**src/rtl/pipeline_debug_controller_if.sv**
```systemverilog
// Debug-link bundle: command channel into the controller and register-dump stream out of it.
// The controller is the slave and the debug host is the master.
interface pipeline_debug_controller_if #(
  parameter int ADDR_W = 5,
  parameter int DATA_W = 32
);
  logic              cmd_valid;
  logic [1:0]        cmd_op;
  logic              cmd_ready;
  logic              dump_valid;
  logic              dump_ready;
  logic [DATA_W-1:0] dump_data;
  logic [ADDR_W-1:0] dump_idx;
  logic              dump_last;

  modport master (
    output cmd_valid, cmd_op, dump_ready,
    input  cmd_ready, dump_valid, dump_data, dump_idx, dump_last
  );

  modport slave (
    input  cmd_valid, cmd_op, dump_ready,
    output cmd_ready, dump_valid, dump_data, dump_idx, dump_last
  );
endinterface

```
**src/rtl/pipeline_debug_controller.sv**
```systemverilog
// Run/step/halt sequencer for the MIPS pipeline that also streams out the register file,
// borrowing register-file read port 1 from decode while a dump is in progress.
module pipeline_debug_controller #(
  parameter int NREGS  = 32,
  parameter int ADDR_W = 5,
  parameter int DATA_W = 32
) (
  input  logic                  clk,
  input  logic                  rst,
  pipeline_debug_controller_if.slave dbg,
  input  logic                  halt_retired,
  output logic                  pipe_en,
  output logic                  rf_sel_dbg,
  output logic [ADDR_W-1:0]     rf_addr_dbg,
  input  logic [DATA_W-1:0]     rf_rd_data,
  output logic                  halted,
  output logic                  busy
);

  localparam logic [1:0] OP_HALT = 2'b00;
  localparam logic [1:0] OP_RUN  = 2'b01;
  localparam logic [1:0] OP_STEP = 2'b10;
  localparam logic [1:0] OP_DUMP = 2'b11;
  localparam logic [ADDR_W-1:0] LAST_ADDR = ADDR_W'(NREGS - 1);

  typedef enum logic [2:0] {
    IDLE,
    RUN,
    STEP,
    DUMP_RD,
    DUMP_TX
  } state_t;

  state_t state, stateNext;

  logic              dumpValid, dumpValidNext;
  logic [DATA_W-1:0] dumpData, dumpDataNext;
  logic [ADDR_W-1:0] dumpIdx, dumpIdxNext;
  logic              dumpLast, dumpLastNext;
  logic              pipeEnNext, selNext, haltedNext;
  logic [ADDR_W-1:0] addrNext;
  logic              cmdFire, dumpFire;

  assign dbg.cmd_ready  = (state == IDLE) || (state == RUN);
  assign busy           = (state != IDLE);
  assign dbg.dump_valid = dumpValid;
  assign dbg.dump_data  = dumpData;
  assign dbg.dump_idx   = dumpIdx;
  assign dbg.dump_last  = dumpLast;

  assign cmdFire  = dbg.cmd_valid && dbg.cmd_ready;
  assign dumpFire = dumpValid && dbg.dump_ready;

  always_ff @(posedge clk or posedge rst) begin
    if (rst) state <= IDLE;
    else     state <= stateNext;
  end

  always_comb begin
    stateNext     = state;
    pipeEnNext    = pipe_en;
    selNext       = rf_sel_dbg;
    addrNext      = rf_addr_dbg;
    haltedNext    = halted;
    dumpValidNext = dumpValid;
    dumpDataNext  = dumpData;
    dumpIdxNext   = dumpIdx;
    dumpLastNext  = dumpLast;

    case (state)
      IDLE: begin
        pipeEnNext = 1'b0;
        if (cmdFire) begin
          case (dbg.cmd_op)
            OP_RUN: if (!halted) begin
              stateNext  = RUN;
              pipeEnNext = 1'b1;
            end
            OP_STEP: if (!halted) begin
              stateNext  = STEP;
              pipeEnNext = 1'b1;
            end
            OP_DUMP: begin
              stateNext = DUMP_RD;
              selNext   = 1'b1;
              addrNext  = '0;
            end
            default: ;
          endcase
        end
      end

      RUN: begin
        pipeEnNext = 1'b1;
        if (halt_retired) haltedNext = 1'b1;
        if (halt_retired || (cmdFire && dbg.cmd_op == OP_HALT)) begin
          stateNext  = IDLE;
          pipeEnNext = 1'b0;
        end
      end

      // Single enabled cycle; the pipeline is frozen again from the next edge.
      STEP: begin
        pipeEnNext = 1'b0;
        stateNext  = IDLE;
        if (halt_retired) haltedNext = 1'b1;
      end

      DUMP_RD: begin
        dumpDataNext  = rf_rd_data;
        dumpIdxNext   = rf_addr_dbg;
        dumpLastNext  = (rf_addr_dbg == LAST_ADDR);
        dumpValidNext = 1'b1;
        stateNext     = DUMP_TX;
      end

      // Word is held until accepted; the last word hands the read port back to decode.
      DUMP_TX: begin
        if (dumpFire) begin
          dumpValidNext = 1'b0;
          if (dumpLast) begin
            selNext   = 1'b0;
            addrNext  = '0;
            stateNext = IDLE;
          end else begin
            addrNext  = rf_addr_dbg + 1'b1;
            stateNext = DUMP_RD;
          end
        end
      end

      default: begin
        stateNext  = IDLE;
        pipeEnNext = 1'b0;
      end
    endcase
  end

  always_ff @(posedge clk or posedge rst) begin
    if (rst) begin
      pipe_en     <= 1'b0;
      rf_sel_dbg  <= 1'b0;
      rf_addr_dbg <= '0;
      halted      <= 1'b0;
      dumpValid   <= 1'b0;
      dumpData    <= '0;
      dumpIdx     <= '0;
      dumpLast    <= 1'b0;
    end else begin
      pipe_en     <= pipeEnNext;
      rf_sel_dbg  <= selNext;
      rf_addr_dbg <= addrNext;
      halted      <= haltedNext;
      dumpValid   <= dumpValidNext;
      dumpData    <= dumpDataNext;
      dumpIdx     <= dumpIdxNext;
      dumpLast    <= dumpLastNext;
    end
  end

endmodule

```
**src/flat_wrapper.sv**
```systemverilog
// flat-port wrapper written by rule: the top's interface ports become plain ports
module pipeline_debug_controller_flat 
#(
  parameter int NREGS  = 32,
  parameter int ADDR_W = 5,
  parameter int DATA_W = 32
)
  (clk, rst, halt_retired, pipe_en, rf_sel_dbg, rf_addr_dbg, rf_rd_data, halted, busy, dbg_cmd_valid, dbg_cmd_op, dbg_dump_ready, dbg_cmd_ready, dbg_dump_valid, dbg_dump_data, dbg_dump_idx, dbg_dump_last);
  pipeline_debug_controller_if #(.ADDR_W(ADDR_W), .DATA_W(DATA_W)) dbg_i ();
  input  logic clk;
  input  logic rst;
  input  logic halt_retired;
  output logic pipe_en;
  output logic rf_sel_dbg;
  output logic [ADDR_W-1:0] rf_addr_dbg;
  input  logic [DATA_W-1:0] rf_rd_data;
  output logic halted;
  output logic busy;
  input wire logic [$bits(dbg_i.cmd_valid)-1:0] dbg_cmd_valid;
  input wire logic [$bits(dbg_i.cmd_op)-1:0] dbg_cmd_op;
  input wire logic [$bits(dbg_i.dump_ready)-1:0] dbg_dump_ready;
  output wire logic [$bits(dbg_i.cmd_ready)-1:0] dbg_cmd_ready;
  output wire logic [$bits(dbg_i.dump_valid)-1:0] dbg_dump_valid;
  output wire logic [$bits(dbg_i.dump_data)-1:0] dbg_dump_data;
  output wire logic [$bits(dbg_i.dump_idx)-1:0] dbg_dump_idx;
  output wire logic [$bits(dbg_i.dump_last)-1:0] dbg_dump_last;
  assign dbg_i.cmd_valid = dbg_cmd_valid;
  assign dbg_i.cmd_op = dbg_cmd_op;
  assign dbg_i.dump_ready = dbg_dump_ready;
  assign dbg_cmd_ready = dbg_i.cmd_ready;
  assign dbg_dump_valid = dbg_i.dump_valid;
  assign dbg_dump_data = dbg_i.dump_data;
  assign dbg_dump_idx = dbg_i.dump_idx;
  assign dbg_dump_last = dbg_i.dump_last;
  pipeline_debug_controller #(.NREGS(NREGS), .ADDR_W(ADDR_W), .DATA_W(DATA_W)) u_core (.clk(clk), .rst(rst), .dbg(dbg_i), .halt_retired(halt_retired), .pipe_en(pipe_en), .rf_sel_dbg(rf_sel_dbg), .rf_addr_dbg(rf_addr_dbg), .rf_rd_data(rf_rd_data), .halted(halted), .busy(busy));
endmodule
```
**config.mk**
```make
export PLATFORM = sky130hd
export DESIGN_NAME = pipeline_debug_controller_flat
export DESIGN_NICKNAME = d
export VERILOG_FILES = /design/src/rtl/pipeline_debug_controller_if.sv /design/src/rtl/pipeline_debug_controller.sv /design/src/flat_wrapper.sv
export SDC_FILE = /design/constraint.sdc
export NUM_CORES = 1
export LEC_CHECK = 0
export CAP_MARGIN = 10
export CORE_MARGIN = 3
export CORE_UTILIZATION = 46
export DETAILED_ROUTE_END_ITERATION = 12
export PLACE_DENSITY = 0.87
export SLEW_MARGIN = 20
export SYNTH_ARGS = -nofsm -noshare
export SYNTH_HDL_FRONTEND = slang
export SYNTH_SLANG_ARGS = --single-unit
```
**constraint.sdc**
```tcl
create_clock -name clk -period 4.55 [get_ports clk]
set_input_delay 0.6825 -clock clk [delete_from_list [all_inputs] [get_ports clk]]
set_output_delay 0.6825 -clock clk [all_outputs]
set_load 0.01 [all_outputs]
```
* After elaboration in Yosys (flattened, before gate mapping)
Index checks and enable logic that the tools add are counted.
Storage, ports and cells: bits in registers 50, input bits 39
Cells by class: add/sub/neg operators 1, equal/unequal tests 16, multiplexer cells 25, reductions and logical operators 18
Operators by type and width (count):
- $mux W5 | 4
- $mux W3 | 5
- $pmux W3 S4 | 1
- $pmux W5 S2 | 1
- $mux W1 | 9
- $pmux W3 S3 | 1
- $eq A3 B2 Y1 const B | 2
- $ne A2 B1 Y1 const B | 3
- $ne A3 B3 Y1 const B | 2
- $reduce_and A6 Y1 | 1
- $reduce_or A2 Y1 | 3
- $add A5 B1 Y5 const B | 1
- $eq A5 B5 Y1 const B | 1
- $reduce_and A5 Y1 | 1
- $eq A2 B2 Y1 const B | 2
- $ne A2 B2 Y1 const B | 2
- $ne A4 B4 Y1 const B | 1
- $pmux W1 S2 | 2
- $reduce_and A2 Y1 | 2
- $reduce_and A4 Y1 | 1
- $reduce_bool A2 Y1 | 2
- $eq A3 B1 Y1 const B | 1
- $eq A3 B3 Y1 const B | 1
- $logic_and A1 B1 Y1 | 3
- 7 further kinds | 8

* Logic depth before layout (Yosys ltp)
word-level depth 7, depth in mapped cells 6, gate-level depth less buffers 6

* Least setup slack after synthesis
OpenSTA, ideal clock, no wires.
path type input -> register, from input port dbg_cmd_op[0], to register u_core.rf_addr_dbg[3], data arrival time 1.682 ns, path slack 2.776 ns, cell stages on the path 5, buffers on the path 0, path through ha_1 -> nor2_1 -> a211o_1 -> or2_4 -> o31ai_2
On the way: cells in the longest elaborated chain, start to end 3
RTL lines:
- start: declaration | RTL line flat_wrapper.sv:20 | input wire logic [$bits(dbg_i.cmd_op)-1:0] dbg_cmd_op;
- $eq A2 B2 Y1 | RTL line pipeline_debug_controller.sv:74 | case (dbg.cmd_op)
- $ne A2 B2 Y1 (no line)
- $reduce_and A4 Y1 (no line)
- end signal: assignment | RTL line pipeline_debug_controller.sv:152 | rf_addr_dbg <= addrNext;
- end: declaration | RTL line pipeline_debug_controller.sv:14 | output logic [ADDR_W-1:0] rf_addr_dbg,
Every way passes these cells. A chain may end at the register's enable or synchronous reset.

* Worst setup path in the final report
from register u_core.state[1], to output port busy
On the way: cells in the longest elaborated chain, start to end 1
RTL lines:
- start: declaration | RTL line pipeline_debug_controller.sv:34 | state_t state, stateNext;
- start signal: assignment | RTL line pipeline_debug_controller.sv:56 | else state <= stateNext;
- $reduce_bool A3 Y1 | RTL line pipeline_debug_controller.sv:45 | assign busy = (state != IDLE);
- end: declaration | RTL line flat_wrapper.sv:18 | output logic busy;
Every way passes these cells.

==> results.tsv <==
metric	value	unit
Final min period	2.52	ns
RSZ-0062 raised after global routing	no	
GR Util met2	25.5	%
clock sink count	50	
Nets	296	
Cell Count, Final, Fillers Out	303	
Yosys cell types	31	
DR pass1 iterations	4	
Primary FF master, synth	dfrtp_1	
IO Pins	88	
post-CTS resize count	0	
residual DRC count	0	
syn avg cell area	13.3	µm²
Post-synth EDFFs	0	
Core Area	4440	µm²
setup bufs post-CTS	0	
Final Skew	0.00897	ns
critical path peak fanout	10	
GR Util met3	5.14	%
vias in the first global route	1481	
Starting Density	48.4	%
GRT Resource Usage Total	15.7	%
total congestion overflow	0	
number of buffers added on ports	87	
register area share after synthesis	58.2	%
crit-path leading delay family	simple AND/OR/NAND/NOR gates	
CTS H-tree lvls	2	
Root Driver	clkbuf_8	
max-slew violations	0	
Placed Area	3050	µm²
largest area contributor in the netlist	dfrtp_1	
PD cells	569	nW/µm²
Antenna diodes	0	
Req. time, crit path	3.87	ns
layout cells sized above 1	21.5	%
synthesized instance count	162	
FMAX	0.397	GHz
most common cell in the synthesized netlist	dfrtp_1	
Post-Syn Area	2150	µm²
Post-DRT Antenna Nets	0	
design area	3140	µm²
WL/cell	13.9	µm
Worst-path clk slew	0.09	ns
Data arrival, critical path	1.84	ns
num rows	24	
WS Path Type	reg -> out	
Layout area overhead	46.2	%
maximum root-to-sink buffer count	2	
final wirelength	4210	µm
Final period util	55.4	%
Yosys top cell area share	58.2	%
worst slew pin tran	0.925	ns
GPL Wtd Cong	0.837	
met1 usage	20.1	%
worst min path class	reg -> reg	
cts hold-fix bufs	0	
GRT busiest layer	met2	
final hold viol count	0	
Total Die Area	5530	µm²
status	completed	
Vias	1550	
first-pass GRT wire length	6820	µm
Final setup viols	0	
Slew headroom	38.1	%
Max IR drop VDD	323	µV
CP max-delay cell	or3_2	
Worst path max stage delay	0.55	ns
Max-cap violations	0	
Inserted Clock Buffers	5	
FFs w/ async S/R, synth	100	%
worst path buffer plus inverter count	1	
initial drt markers	73	
Die Y	74.4	µm
worst-path cell chain	or3_2, clkdlybuf4s50_1	
largest net degree at the start of global routing	51	
Setup Total Neg Slack	0	ns
Startpoint Class	register	
Synth area leaders	dfrtp_1, mux2_2, ha_1	
CTS tree	built	
Placed Cells	295	
Worst setup EP type	output pin	
YS warnings	0	
initial antenna violation count	0	
vias per inst	5.12	
latest clock arrival within the worst-skew pair	0.29	ns
die width	74.4	µm
synth cell count leaders	dfrtp_1, mux2_2, nor2_1	
dpl hpwl	3070	µm
#FFs+latches synth	50	
Leak Pwr	1.37	nW
syn_nets	208	
[final timing paths]
| kind | startpoint | to | slack, ns | cells after the start |
|---|---|---|---|---|
| max in group asynchronous | rst | u_core.dbg.dump_data[31] | 3.20 | 2 |
| worst min register to register | u_core.dbg.dump_idx[3] | u_core.dbg.dump_idx[3] | 0.51 | 1 |
| min in group asynchronous | rst | u_core.dbg.dump_data[18] | 0.84 | 2 |
| worst min-delay path | u_core.dbg.dump_idx[3] | u_core.dbg.dump_idx[3] | 0.51 | 1 |
| worst max register to register | u_core.state[2] | u_core.dbg.dump_data[19] | 2.48 | 3 |
| worst max-delay path | u_core.state[1] | busy | 2.03 | 2 |
[placed cells by master, fill, tap and decap left out, types with 2 or more instances in the layout]
cell / count
a21oi_1: 3
mux2_2: 38
nand3_1: 4
inv_1: 3
and2b_2: 2
clkbuf_8: 6
o21ai_1: 4
clkinv_2: 2
nand2_1: 7
ha_1: 7
clkdlybuf4s50_1: 87
o21ai_0: 8
dfrtp_1: 50
nor2_1: 10
nand2b_1: 2
[layer usage]
layer,part of all wire (%),wire length [µm]
met5,0,0
met4,0.40,17
met3,9.3,393
met2,48,2040
met1,42,1760
[kinds of logic (layout without fill, tap and decap cells)]
family	count (synthesis)	in the layout	share of synthesized area, %
flip-flops	50	50	58.2
multiplexers	38	38	19.9
AND/OR/NAND/NOR	34	34	8.62
AO/OA/AOI/OAI	22	22	6.29
buffers and inverters	10	99	2.50
adder cells (fa/ha/maj)	7	7	4.07
XOR/XNOR	1	1	0.408
[per-stage QoR]
step / setup slack [ns] / hold WS [ns] / util [%] / power [mW]
3_3_place_gp: 2.15 / 0.485 / 68.6 / 1.53
4_1_cts: 2.02 / 0.511 / 70.7 / 1.81
6_report: 2.03 / 0.505 / 70.7 / 1.79
5_1_grt: 1.96 / 0.520 / 70.7 / 1.91
3_5_place_dp: 2.08 / 0.492 / 68.6 / 1.55
2_1_floorplan: 2.67 / 0.538 / - / 1.10
[area by class of cell]
type	count	area, µm²
clock inverters	1	5.00
multi-input cells	102	847
flip-flops and latches	50	1250
repair buffers	87	871
clock buffers	7	86.3
inverters	4	16.3
fillers	336	1300
well taps	52	65.1
[sequential cells by signal (all words and copies together) (netlist names)]
name,cells
u_core.dbg.dump_data,32
u_core.dbg.dump_idx,5
u_core.dbg.dump_last,1
u_core.dbg.dump_valid,1
u_core.halted,1
u_core.pipe_en,1
u_core.rf_addr_dbg,5
u_core.rf_sel_dbg,1
u_core.state,3
[power breakdown]
group | switching [mW] | leakage (nW) | total (mW) | internal (mW)
Combinational | 0.287 | 0.712 | 0.799 | 0.513
Sequential | 0.107 | 0.613 | 0.732 | 0.625
Clock | 0.133 | 0.0482 | 0.256 | 0.123
Total | 0.527 | 1.37 | 1.79 | 1.26
Note: power is estimated with default switching activity, not from simulation.
